==> config.mk <==
export PLATFORM = sky130hd
export DESIGN_NAME = nl_vc_alloc_arb
export DESIGN_NICKNAME = d
export VERILOG_FILES = /design/src/rtl/nl_vc_alloc_arb_pkg.sv /design/src/rtl/nl_vc_alloc_arb_rr.sv /design/src/rtl/nl_vc_alloc_arb.sv
export SDC_FILE = /design/constraint.sdc
export NUM_CORES = 1
export LEC_CHECK = 0
export ABC_AREA = 1
export BUFFER_PORTS_ARGS = -buffer_cell sky130_fd_sc_hd__buf_2
export CORE_MARGIN = 5
export CORE_UTILIZATION = 42
export CTS_CLUSTER_DIAMETER = 60
export DETAILED_ROUTE_END_ITERATION = 8
export GPL_ROUTABILITY_DRIVEN = 0
export MAX_ROUTING_LAYER = met4
export PLACE_DENSITY = 0.76
export SLEW_MARGIN = 20
export SYNTH_ARGS = -nofsm -noshare
export SYNTH_HDL_FRONTEND = slang
export SYNTH_SLANG_ARGS = --single-unit
==> constraint.sdc <==
create_clock -name clk -period 0.95 [get_ports clk]
set_input_delay 0.19 -clock clk [delete_from_list [all_inputs] [get_ports clk]]
set_output_delay 0.19 -clock clk [all_outputs]
set_load 0.1 [all_outputs]
==> src/rtl/nl_vc_alloc_arb_pkg.sv <==
// Shared router helpers: one-hot to binary and lowest-set-bit picker.
package nl_vc_alloc_arb_pkg;

   // Widest vector the helpers accept; callers zero-extend into it.
   localparam int unsigned max_vec_w = 32;

   // Isolate the lowest set bit (all-zero in, all-zero out).
   function automatic logic [max_vec_w-1:0] lsb_pick(input logic [max_vec_w-1:0] v);
      return v & (~v + 32'd1);
   endfunction

   // Index of the set bit in a one-hot vector (0 for all-zero).
   function automatic int unsigned oh2bin(input logic [max_vec_w-1:0] oh);
      int unsigned r;
      r = 0;
      for (int unsigned i = 0; i < max_vec_w; i++) begin
         if (oh[i]) r = i;
      end
      return r;
   endfunction

endpackage

==> src/rtl/nl_vc_alloc_arb_rr.sv <==
// Round-robin arbiter: picks the first requester at or after ptr, wrapping.
module nl_rr_arb
   import nl_vc_alloc_arb_pkg::*;
#(
   parameter int unsigned n     = 4,
   parameter int unsigned ptr_w = $clog2(n)
) (
   input  logic [n-1:0]     req,
   input  logic [ptr_w-1:0] ptr,
   output logic [n-1:0]     winner_c
);

   logic [n-1:0] mask;
   logic [n-1:0] masked;

   // Prefer requesters at or above ptr; fall back to the lowest one when none qualify.
   always_comb begin
      mask = '0;
      for (int unsigned i = 0; i < n; i++) begin
         mask[i] = (i >= 32'(ptr));
      end
      masked   = req & mask;
      winner_c = (masked != '0) ? n'(lsb_pick(32'(masked))) : n'(lsb_pick(32'(req)));
   end

endmodule

==> src/rtl/nl_vc_alloc_arb.sv <==
// Output-port VC allocator: one requester and one free VC per cycle, registered grant.
module nl_vc_alloc_arb
   import nl_vc_alloc_arb_pkg::*;
#(
   parameter int unsigned num_requesters = 4,
   parameter int unsigned num_vcs_global = 4
) (
   input  logic                      clk,
   input  logic                      rst,
   input  logic [num_requesters-1:0] req,
   input  logic [num_vcs_global-1:0] vc_alloc_status,
   output logic [num_requesters-1:0] gnt,
   output logic [num_vcs_global-1:0] gnt_vc,
   output logic [num_vcs_global-1:0] vc_allocated
);

   localparam int unsigned ptr_w = $clog2(num_requesters);

   logic [ptr_w-1:0]          rr_ptr;
   logic [ptr_w-1:0]          ptr_next;
   logic [num_requesters-1:0] eligible_req;
   logic [num_requesters-1:0] winner;
   logic [num_vcs_global-1:0] eligible_vc;
   logic [num_vcs_global-1:0] vc_pick;
   logic                      decide;
   int unsigned               win_idx;

   // Mask out the grant/VC currently on the outputs: their sources have not reacted yet.
   assign eligible_req = req & ~gnt;
   assign eligible_vc  = vc_alloc_status & ~vc_allocated;

   nl_rr_arb #(
      .n     (num_requesters),
      .ptr_w (ptr_w)
   ) u_rr_arb (
      .req      (eligible_req),
      .ptr      (rr_ptr),
      .winner_c (winner)
   );

   // Decision, VC choice and the pointer value that follows the winner.
   always_comb begin
      decide   = 1'b0;
      vc_pick  = '0;
      win_idx  = 0;
      ptr_next = rr_ptr;
      decide   = (eligible_req != '0) && (eligible_vc != '0);
      vc_pick  = num_vcs_global'(lsb_pick(32'(eligible_vc)));
      win_idx  = oh2bin(32'(winner));
      ptr_next = (win_idx == num_requesters - 1) ? '0 : ptr_w'(win_idx + 1);
   end

   // Register the decision; no decision means an all-zero output cycle.
   always_ff @(posedge clk or posedge rst) begin
      if (rst) begin
         gnt    <= '0;
         gnt_vc <= '0;
         rr_ptr <= '0;
      end else if (decide) begin
         gnt    <= winner;
         gnt_vc <= vc_pick;
         rr_ptr <= ptr_next;
      end else begin
         gnt    <= '0;
         gnt_vc <= '0;
      end
   end

   // The VC handed out is exactly the one consumed from the free pool.
   assign vc_allocated = gnt_vc;

endmodule
==> metrics <==
Fmax=roughly 750 MHz; status=finished, violations left; antenna violations before repair=0; Final Hold Vio Count=0; final setup fails=22; top fanout value on the critical path=7; drt drc=0; clk_skew=~17 ps; post-synthesis cell type count=17; post-synth top area cell=dfrtp_1; NumNets Final=130; Area Growth Syn to Fin=103%; placed cell count=between 100 and 150; post-synth top area share=between 40% and 50%; Synth Register Bits=10; Worst Setup End Kind=register; worst reg2reg path endpoint=rr_ptr[1]; CP arrival=1480 ps; Top cell by count, worst path=nand2_1; Post-Synthesis Cells=76; GRT Overall Usage=roughly 22%; final setup margin=-377 ps; Final ANT Viol Nets=0; Tot Pwr=between 4 and 5 mW; Starting DRT DRC Count=22; antenna cells=0; area of the mapped netlist=between 600 and 700 sq um; hold_sp=vc_alloc_status[1]; first-pass GRT wire length=between 3000 and 4000 um; vias in the first global route=a little over 700; Max-cap violations=0; clk slew on worst S/H paths=80 ps; Hold EP=gnt_vc[1]; Worst EP required=1110 ps; Synth Area per Inst=slightly above 8 sq um; Slowest cell on crit path=dfrtp_4; Hold Path Depth=4; wire length per cell=16.7 um; clk sinks=10; DRT Pass-1 Iters=4; via count=about 720; Port Buffers=21; H-tree levels=1; worst slack, placed=-295 ps; Slew @ Worst Pin=between 300 and 400 ps; die height=~48 um; register area=around 280 sq um; Initial Util=45.9%; multi-input logic area=between 300 and 400 sq um; Fill cells=44; layout cells sized above 1=about three quarters; vias per std cell=approximately 5.3; core area=between 1000 and 1500 sq um; period utilisation layout=140%; row count=13; most numerous cell in the Yosys netlist=nand2_1; Top FF cell, synth=dfrtp_1; Final Max Tran Viols=0; reg2reg path depth=8; Post-synth top cells=17 x nand2_1, 13 x inv_1, 10 x dfrtp_1; asr flop ratio synth=100%; Post-synth EDFFs=0; worst-skew pair later-pin latency=approximately 280 ps; Die W=between 40 and 50 um; die footprint=~2300 sq um; ranking of synthesized cells by area=dfrtp_1 41%, nand2_1 10%, inv_1 8.0%; yosys warns=0; Detailed Place HPWL=1430 um; I/O Pins=22; Max Root-Sink Buffers=2; Power per Cell Area=3450 nW/um^2; critical path class=register to register; R2R Path Start=gnt_vc[3]; Non-Filler Instances=134; critical path cell sequence=inv_1 -> nand2_1 -> nand2_1 -> nor2_2 -> nor2_4 -> inv_4 -> nand2_1 -> nand2_1; Synthesized Nets=86; Total Wirelength=about 2200 um; Rel. slew slack=around three quarters; crit-path max cell delay=between 400 and 500 ps; largest net degree at the start of global routing=11; Min-Delay Path Class=input pin to register; CTS buffer count=3; RSZ-0062 raised after global routing=yes; critical path launch point type=register; failing checks=setup timing; FF-to-FF setup slack=-380 ps; CTS root buf=clkbuf_4; grt ovf=0; LEAKAGE=approximately 0.6 nW; crit path time final=1330 ps; VDD IR max=about 2.7 mV; sequential share of the synthesized area=between 40% and 50%; CTS tree=done
-- worst max-delay path by stage --
stage | from | to | cells after the start
2_1_floorplan | gnt[1] | gnt_vc[1] | 7
3_3_place_gp | gnt[0] | gnt[1] | 7
3_5_place_dp | gnt_vc[1] | gnt_vc[1] | 7
4_1_cts | gnt[0] | gnt[0] | 2
5_1_grt | gnt_vc[3] | rr_ptr[1] | 8
6_report | gnt_vc[3] | rr_ptr[1] | 8
-- cell type report --
cell class	count	share of cell area, %
Inverter	14	4.64
Sequential cell	10	22.6
Timing Repair Buffer	43	39.6
Tap cell	15	1.51
Multi-Input combinational cell	48	28.8
Clock buffer	4	2.93
-- metrics by stage --
| stage | area [sq um] | TNS, ps | hold slack, ps | util (%) |
|---|---|---|---|---|
| final | 1240 | -6270 | 288 | 93.0 |
| after global routing | 1240 | -7170 | 292 | 93.0 |
| after CTS | 1200 | -5400 | 259 | 90.2 |
| after detailed placement | 1060 | -2390 | 183 | 79.2 |
| after global placement | 1060 | -1750 | 185 | 79.2 |
| after floorplan | 704 | -3180 | 30.3 | - |
-- power by group --
part	switching [mW]	internal, mW	leakage, nW
clock	0.163	0.233	0.0210
sequential	0.175	0.641	0.117
combinational	1.87	1.20	0.455
total	2.20	2.07	0.593
-- worst max-delay path: cells and delay by family (launching register included) --
kind | cells | cell delay [ps]
flops | 1 | 490
buf+inv | 2 | 160
simple gates | 6 | 550
-- placed cells by master (no fill, tap or decap), drive strengths merged --
cell type	synthesis	layout
nand3	4	4
inv	14	14
buf	4	42
nor3	2	2
nor3b	1	1
dfrtp	10	10
a21oi	2	2
nand2	24	24
nor2	12	12
clkbuf	0	4
dlygate4sd3	0	1
o21ai	1	1
nand4	2	2
-- per-layer routing --
layer | share of wire, % | global-route usage (%)
met5 | 0 | -
met4 | 5.0 | 13.4
met3 | 7.1 | 5.90
met2 | 53 | 38.5
met1 | 35 | 21.9
-- cells by family (layout without fill, tap and decap cells) --
logic type / Yosys count / count (layout) / synth area share (%)
AOI/OAI and AO/OA: 3 / 3 / 3.07
buffers and inverters: 18 / 61 / 13.9
DFF: 10 / 10 / 40.9
and+or+nand+nor: 45 / 45 / 42.1
-- state kept, by name, summed over array words and instances, names as in the netlist --
name    cells
gnt_vc      4
rr_ptr      2
gnt         4
-- repair_timing --
item	in CTS	in global routing
setup endpoints to repair	22	22
hold endpoints to repair	10	0
hold buffers	1	0
buffers inserted	2	2
pin swaps	5	3
resized for setup	23	5
No activity file was read; power rests on OpenSTA's default activity.
